--- config.mk ---
export PLATFORM = sky130hd
export DESIGN_NAME = dram_reader
export DESIGN_NICKNAME = d
export VERILOG_FILES = /design/src/rtl/dram_axi_pkg.sv /design/src/rtl/axi_skid_buffer.sv /design/src/rtl/dram_reader.sv
export SDC_FILE = /design/constraint.sdc
export NUM_CORES = 1
export LEC_CHECK = 0
export CORE_MARGIN = 2
export CORE_UTILIZATION = 45
export CTS_CLUSTER_DIAMETER = 60
export DETAILED_ROUTE_END_ITERATION = 10
export PLACE_DENSITY = 0.73
export REMOVE_ABC_BUFFERS = 1
export SLEW_MARGIN = 20
export SYNTH_ARGS = -nofsm -noshare
export SYNTH_HDL_FRONTEND = slang
export SYNTH_SLANG_ARGS = --single-unit
--- constraint.sdc ---
create_clock -name ACLK -period 2.78 [get_ports ACLK]
set_input_delay 0.695 -clock ACLK [delete_from_list [all_inputs] [get_ports ACLK]]
set_output_delay 0.695 -clock ACLK [all_outputs]
set_load 0.02 [all_outputs]
--- src/rtl/dram_axi_pkg.sv ---
// Shared constants and types for the DRAM reader/writer AXI3 masters.
package dram_axi_pkg;

    // Burst shape: 16 beats of 8 bytes, 128 bytes per burst.
    localparam int BURST_BEATS = 16;
    localparam int BURST_BYTES = 128;
    localparam int BEAT_BYTES  = 8;

    // Fixed AXI burst attributes.
    localparam logic [3:0] AXI_LEN        = 4'b1111;
    localparam logic [1:0] AXI_SIZE       = 2'b11;
    localparam logic [1:0] AXI_BURST_INCR = 2'b01;

    // Response codes.
    localparam logic [1:0] RESP_OKAY   = 2'b00;
    localparam logic [1:0] RESP_SLVERR = 2'b10;
    localparam logic [1:0] RESP_DECERR = 2'b11;

    typedef enum logic {
        IDLE   = 1'b0,
        ACTIVE = 1'b1
    } fsm_state_e;

    // Number of whole bursts in a byte count; sub-burst remainder is dropped.
    function automatic logic [24:0] bursts_of(input logic [31:0] nbytes);
        return nbytes[31:7];
    endfunction

endpackage

--- src/rtl/axi_skid_buffer.sv ---
// Two-entry valid/ready buffer with a registered input ready. in_ready_o
// means "at least one entry is free this cycle" and is computed one cycle
// ahead, so nothing on the output side reaches it combinationally.
module axi_skid_buffer #(
    parameter int DATA_W = 64
) (
    input  logic              clk_i,
    input  logic              rst_i,
    input  logic [DATA_W-1:0] in_data_i,
    input  logic              in_valid_i,
    output logic              in_ready_o,
    input  logic              accept_en_i,
    output logic [DATA_W-1:0] out_data_o,
    output logic              out_valid_o,
    input  logic              out_ready_i,
    output logic              empty_o
);

    logic [DATA_W-1:0] mem_q [2];
    logic [1:0]        count_q, count_d;
    logic              wr_ptr_q, wr_ptr_d;
    logic              rd_ptr_q, rd_ptr_d;
    logic              rdy_q, rdy_d;
    logic              push, pop;

    // Occupancy bookkeeping and next-cycle ready (accept_en_i gates it off).
    always_comb begin
        push     = in_valid_i && rdy_q;
        pop      = (count_q != 2'd0) && out_ready_i;
        count_d  = count_q;
        wr_ptr_d = wr_ptr_q ^ push;
        rd_ptr_d = rd_ptr_q ^ pop;
        case ({push, pop})
            2'b10:   count_d = count_q + 2'd1;
            2'b01:   count_d = count_q - 2'd1;
            default: count_d = count_q;
        endcase
        rdy_d = accept_en_i && (count_d != 2'd2);
    end

    // Control state: pointers, count and registered ready.
    always_ff @(posedge clk_i) begin
        if (rst_i) begin
            count_q  <= 2'd0;
            wr_ptr_q <= 1'b0;
            rd_ptr_q <= 1'b0;
            rdy_q    <= 1'b0;
        end else begin
            count_q  <= count_d;
            wr_ptr_q <= wr_ptr_d;
            rd_ptr_q <= rd_ptr_d;
            rdy_q    <= rdy_d;
        end
    end

    // Data storage; contents are qualified by count_q so no reset needed.
    always_ff @(posedge clk_i) begin
        if (push) begin
            mem_q[wr_ptr_q] <= in_data_i;
        end
    end

    assign in_ready_o  = rdy_q;
    assign out_valid_o = (count_q != 2'd0);
    assign out_data_o  = mem_q[rd_ptr_q];
    assign empty_o     = (count_q == 2'd0);

endmodule

--- src/rtl/dram_reader.sv ---
// AXI3 read master: streams a contiguous, 128-byte aligned DRAM region as
// 16-beat INCR bursts onto a 64-bit valid/ready port, with a cap on bursts
// in flight and a sticky error flag for bad responses or misplaced RLAST.
module dram_reader
    import dram_axi_pkg::*;
#(
    parameter int MAX_OUTSTANDING = 4
) (
    input  logic        ACLK,
    input  logic        ARESET,
    output logic [31:0] M_AXI_ARADDR,
    output logic        M_AXI_ARVALID,
    input  logic        M_AXI_ARREADY,
    output logic [3:0]  M_AXI_ARLEN,
    output logic [1:0]  M_AXI_ARSIZE,
    output logic [1:0]  M_AXI_ARBURST,
    input  logic [63:0] M_AXI_RDATA,
    input  logic [1:0]  M_AXI_RRESP,
    input  logic        M_AXI_RLAST,
    input  logic        M_AXI_RVALID,
    output logic        M_AXI_RREADY,
    input  logic        CONFIG_VALID,
    output logic        CONFIG_READY,
    input  logic [31:0] CONFIG_START_ADDR,
    input  logic [31:0] CONFIG_NBYTES,
    output logic [63:0] DATA,
    output logic        DATA_VALID,
    input  logic        DATA_READY,
    output logic        ERROR
);

    localparam logic [3:0] MAX_OS    = 4'(MAX_OUTSTANDING);
    localparam logic [3:0] LAST_BEAT = 4'(BURST_BEATS - 1);

    fsm_state_e  a_state_q, a_state_d;
    fsm_state_e  r_state_q, r_state_d;
    logic [31:0] araddr_q, araddr_d;
    logic [24:0] a_count_q, a_count_d;
    logic [24:0] r_bursts_q, r_bursts_d;
    logic [3:0]  beat_cnt_q, beat_cnt_d;
    logic [3:0]  outstanding_q, outstanding_d;
    logic        error_q, error_d;

    logic        cfg_fire, ar_fire, r_fire, r_last_beat, skid_empty;
    logic [24:0] cfg_bursts;
    logic        unused_nbytes_low;

    assign unused_nbytes_low = ^CONFIG_NBYTES[6:0];

    assign cfg_bursts    = bursts_of(CONFIG_NBYTES);
    assign CONFIG_READY  = (a_state_q == IDLE) && (r_state_q == IDLE) && skid_empty;
    assign cfg_fire      = CONFIG_VALID && CONFIG_READY;
    // The gate can only lower ARVALID before it rises: outstanding never
    // grows while an address is waiting for ARREADY.
    assign M_AXI_ARVALID = (a_state_q == ACTIVE) && (outstanding_q < MAX_OS);
    assign ar_fire       = M_AXI_ARVALID && M_AXI_ARREADY;
    assign r_fire        = M_AXI_RVALID && M_AXI_RREADY;
    assign r_last_beat   = (beat_cnt_q == LAST_BEAT);

    assign M_AXI_ARADDR  = araddr_q;
    assign M_AXI_ARLEN   = AXI_LEN;
    assign M_AXI_ARSIZE  = AXI_SIZE;
    assign M_AXI_ARBURST = AXI_BURST_INCR;
    assign ERROR         = error_q;

    // Address FSM: load on config, then step 128 bytes per accepted AR.
    always_comb begin
        a_state_d = a_state_q;
        araddr_d  = araddr_q;
        a_count_d = a_count_q;
        case (a_state_q)
            IDLE: begin
                if (cfg_fire) begin
                    araddr_d  = CONFIG_START_ADDR;
                    a_count_d = cfg_bursts;
                    if (cfg_bursts != 25'd0) begin
                        a_state_d = ACTIVE;
                    end
                end
            end
            ACTIVE: begin
                if (ar_fire) begin
                    araddr_d  = araddr_q + 32'(BURST_BYTES);
                    a_count_d = a_count_q - 25'd1;
                    if (a_count_q == 25'd1) begin
                        a_state_d = IDLE;
                    end
                end
            end
            default: a_state_d = IDLE;
        endcase
    end

    // Read FSM: count beats; finish on the final beat of the final burst.
    always_comb begin
        r_state_d  = r_state_q;
        r_bursts_d = r_bursts_q;
        beat_cnt_d = beat_cnt_q;
        if (cfg_fire) begin
            r_bursts_d = cfg_bursts;
            beat_cnt_d = 4'd0;
            if (cfg_bursts != 25'd0) begin
                r_state_d = ACTIVE;
            end
        end else if ((r_state_q == ACTIVE) && r_fire) begin
            beat_cnt_d = beat_cnt_q + 4'd1;
            if (r_last_beat) begin
                r_bursts_d = r_bursts_q - 25'd1;
                if (r_bursts_q == 25'd1) begin
                    r_state_d = IDLE;
                end
            end
        end
    end

    // In-flight burst count and sticky error flag.
    always_comb begin
        outstanding_d = outstanding_q;
        error_d       = error_q;
        if (cfg_fire) begin
            // Previous transfer has fully drained; start from a clean count.
            outstanding_d = 4'd0;
            error_d       = 1'b0;
        end else begin
            if (ar_fire && !(r_fire && M_AXI_RLAST)) begin
                outstanding_d = outstanding_q + 4'd1;
            end else if (!ar_fire && r_fire && M_AXI_RLAST && (outstanding_q != 4'd0)) begin
                // Spurious RLASTs must not wrap the count and stall issue.
                outstanding_d = outstanding_q - 4'd1;
            end
            if (r_fire && ((M_AXI_RRESP != RESP_OKAY) || (M_AXI_RLAST != r_last_beat))) begin
                error_d = 1'b1;
            end
        end
    end

    // State, counter and flag registers.
    always_ff @(posedge ACLK) begin
        if (ARESET) begin
            a_state_q     <= IDLE;
            r_state_q     <= IDLE;
            araddr_q      <= 32'd0;
            a_count_q     <= 25'd0;
            r_bursts_q    <= 25'd0;
            beat_cnt_q    <= 4'd0;
            outstanding_q <= 4'd0;
            error_q       <= 1'b0;
        end else begin
            a_state_q     <= a_state_d;
            r_state_q     <= r_state_d;
            araddr_q      <= araddr_d;
            a_count_q     <= a_count_d;
            r_bursts_q    <= r_bursts_d;
            beat_cnt_q    <= beat_cnt_d;
            outstanding_q <= outstanding_d;
            error_q       <= error_d;
        end
    end

    axi_skid_buffer #(
        .DATA_W (BEAT_BYTES * 8)
    ) u_skid (
        .clk_i       (ACLK),
        .rst_i       (ARESET),
        .in_data_i   (M_AXI_RDATA),
        .in_valid_i  (M_AXI_RVALID),
        .in_ready_o  (M_AXI_RREADY),
        .accept_en_i (r_state_d == ACTIVE),
        .out_data_o  (DATA),
        .out_valid_o (DATA_VALID),
        .out_ready_i (DATA_READY),
        .empty_o     (skid_empty)
    );

endmodule

==> impl_summary.txt <==
----------------------------------------------------
[Global route]
  Maximum number of pins on one net before global-route repair ... 83
  Grt total ovfl ... 0
  Vias in the first global route ... 7,725
  Global-route wire length before repair ... 41,400 um
  GR Util All Layers ... a little over a fifth
  Antenna violations before repair ... 0

[Timing]
  Worst clock skew ... 0.0119 ns
  Fmax ... 0.372 GHz
  Number of max-slew violations in the final report ... 0
  Slew at the pin closest to its max-slew limit ... 0.741 ns
  Slew headroom ... approximately 50%
  Final setup violation count ... 0
  Final Hold Fails ... 0
  Final critical-path share of the clock period ... 96.7%
  Clock period minus worst slack ... roughly 2.7 ns
  Setup repair after global routing missed its margin ... false

[Layout]
  Highest-count cells in the layout ignoring fill and taps ... 164 x sky130_fd_sc_hd__clkdlybuf4s50_1, 128 x sky130_fd_sc_hd__edfxtp_1, 97 x sky130_fd_sc_hd__dfxtp_1
  Share of the core filled with cells in the final layout ... a little over three fifths
  Synth-to-Final Area Change ... 37.5%
  Leading cell type in the layout, fill and taps excluded ... sky130_fd_sc_hd__clkdlybuf4s50_1
  Layout fillers ... 1,789
  Post-Layout Cell Count ... around 1,400
  Ant diodes ... 0
  Fraction of layout instances using a drive strength above 1 ... roughly 15%
  Layout net count ... 1,272

[Floorplan]
  Die boundary height ... about 150 um
  Total number of placement rows ... 54
  Boundary Pins ... about 250
  Width of the chip ... roughly 150 um
  Die outline area ... 0.0234 mm^2
  Placeable core region ... 0.0218 mm^2
  Initial core utilization ... ~46%

[Logic synthesis]
  Proportion of synthesized chip area in sequential cells ... between 50% and 60%
  Post-Syn Area ... 0.0100 mm^2
  Flip-flop cell with the highest count after synthesis ... sky130_fd_sc_hd__edfxtp_1
  Number of instances in the synthesized netlist ... between 800 and 900
  Number of enable flip-flop cells after synthesis ... roughly 130
  Flip-flop and latch count after synthesis ... 226
  Yosys cell types ... 68
  Mean Syn Cell Area ... between 10 and 15 um^2
  Number of warnings issued by yosys ... 0
  Share of synthesized flip-flops with an asynchronous set or reset ... 0%

[Routing]
  Total Wirelength ... approximately 27,000 um
  Via count of the routed design ... 8,221
  Remaining number of nets flagged by the antenna check after routing ... 0
  First drt pass iteration count ... 5
  First-iteration detailed-routing DRC count ... around 660
  Wirelength per Cell ... approximately 19 um
  Post-route DRC violation count ... 0
  Average via count per standard cell ... about 5.8

[Clock network]
  Clk_lat worst skew ... around 0.53 ns
  TritonCTS buffer count ... 26
  Buffers from clock root to sink, at most ... 3
  Number of sinks handled by clock tree synthesis ... around 230
  TritonCTS clock tree ... built
  Maximum level of the CTS H-tree ... 1
  Cell chosen for the clock root ... sky130_fd_sc_hd__clkbuf_16
  Clock-pin slew of the registers on the worst-case setup and hold paths ... approximately 0.060 ns

[Flow run]
  Max-cap violations ... 0

[Placement]
  Cell count after placement ... between 1,000 and 1,500
  Number of buffer cells added on primary ports ... between 200 and 250
  DP Wirelength ... around 18,000 um
  Final estimated routing congestion in global placement ... 0.833

[Setup path]
  Type of destination of the critical path ... output port
  Largest fanout on the critical path ... 6
  Required time at the worst-slack endpoint ... 2.09 ns
  Critical Path AT ... 1.99 ns
  Worst setup SP type ... flop
  Start-to-end type of the worst setup path ... reg2out

[Outcome]
  Outcome ... finished, final reports clean

[Hold path]
  Class of the tightest hold or removal check ... reg2reg

[Power and ir drop]
  Power per unit of standard cell area ... 779 mW/mm^2
  Largest voltage drop on the vdd net ... 424 uV
  Total power draw ... between 10 and 15 mW
  Standby leakage power ... between 5 and 6 nW

----------------------------------------------------
==> final timing paths <==
kind,start,endpoint,cells past startpoint,slack [ns]
worst max-delay path,a_state_q,CONFIG_READY,3,0.09
worst min-delay path,M_AXI_ARADDR[2],M_AXI_ARADDR[2],2,0.45
worst max register to register,a_state_q,outstanding_q[2],7,0.49
worst min register to register,M_AXI_ARADDR[2],M_AXI_ARADDR[2],2,0.45
==> stage by stage <==
stage	hold slack (ns)	instance area [um^2]	TNS (ns)	setup slack [ns]
after floorplan	0.439	9770	-103.71	-2.20
after global placement	0.442	12800	-0.0333	-0.0333
after detailed placement	0.448	12800	-0.0694	-0.0660
after CTS	0.456	13600	0	0.000361
after global routing	0.471	13800	0	0.0371
final	0.452	13800	0	0.0926
==> Yosys cell counts, drive strengths merged, types with 2 or more instances <==
master	number	share of area, %
or2	5	0.31
nor3	35	2.0
mux2	64	7.2
a21o	3	0.23
inv	13	0.49
nand3	34	1.8
o21a	8	0.60
a222oi	2	0.20
or3	17	1.1
a32oi	4	0.35
clkbuf	40	1.5
buf	19	1.1
conb	2	0.075
o311a	2	0.20
nor4	15	1.1
dfxtp	98	20
o221ai	3	0.26
o211ai	11	0.83
o22ai	3	0.19
mux2i	10	1.0
xnor2	6	0.53
a22oi	4	0.30
a21oi	52	2.6
a31oi	28	1.8
o221a	2	0.23
ha	11	1.4
a211oi	8	0.60
a41oi	2	0.18
edfxtp	128	38
nor2b	3	0.19
and2	7	0.44
a2111oi	6	0.53
a311oi	9	0.79
o21ai	29	1.5
nand4	20	1.3
xor2	8	0.70
nor2	59	2.2
o311ai	6	0.53
or4	9	0.71
and3	12	0.75
nand2	55	2.1
a221oi	8	0.70
==> power by group <==
group | leakage, nW | internal, mW | switching, mW
Combinational | 2.77 | 1.44 | 1.74
Clock | 0.404 | 1.94 | 1.36
Sequential | 1.96 | 3.91 | 0.325
==> area by class of cell <==
cell class	count	area [um^2]	area share [%]
timing repair buffer	272	2780	20.2
sequential	226	5810	42.2
tap	280	350	2.55
inverter	13	48.8	0.355
clock inverter	16	160	1.16
multi-input combinational	584	3940	28.6
clock buffer	30	676	4.91
==> kinds of logic after synthesis <==
kind of cell / share of synthesized area (%)
multiplexers: 8.21
AO/OA/AOI/OAI: 13.1
buffers and inverters: 3.06
XOR/XNOR: 1.23
flip-flops: 58.0
AND/OR/NAND/NOR: 14.7
other: 0.0751
adder cells (fa/ha/maj): 1.58
==> registers in the layout, indices dropped and copies added (netlist names) <==
name	cells
u_skid.wr_ptr_q	1
r_bursts_q	25
u_skid.count_q	2
u_skid.rd_ptr_q	1
u_skid.mem_q	128
outstanding_q	4
ERROR	1
a_state_q	1
r_state_q	1
M_AXI_ARADDR	32
beat_cnt_q	4
a_count_q	25
u_skid.in_ready_o	1
==> what timing repair did <==
action                     in CTS  in global routing
hold buffers                    0                  0
setup endpoints to repair      23                 42
buffers inserted                0                  0
resized for setup              23                 42
hold endpoints to repair        0                  0
==> worst max-delay path, cell delays in order (launching register included) <==
cell,delay (ns)
sky130_fd_sc_hd__dfxtp_1,0.39
sky130_fd_sc_hd__nor4_2,0.28
sky130_fd_sc_hd__buf_4,0.19
sky130_fd_sc_hd__clkdlybuf4s50_1,0.61
==> layer usage <==
layer  vias up  part of all wire (%)  global-route usage [%]
li1       3864                     -                       -
met1      3958                    43                    29.6
met2       344                    47                    34.7
met3        55                   7.4                    4.34
met4         0                   2.9                    6.66
met5         -                     0                       0
No activity file was read; power rests on OpenSTA's default activity.
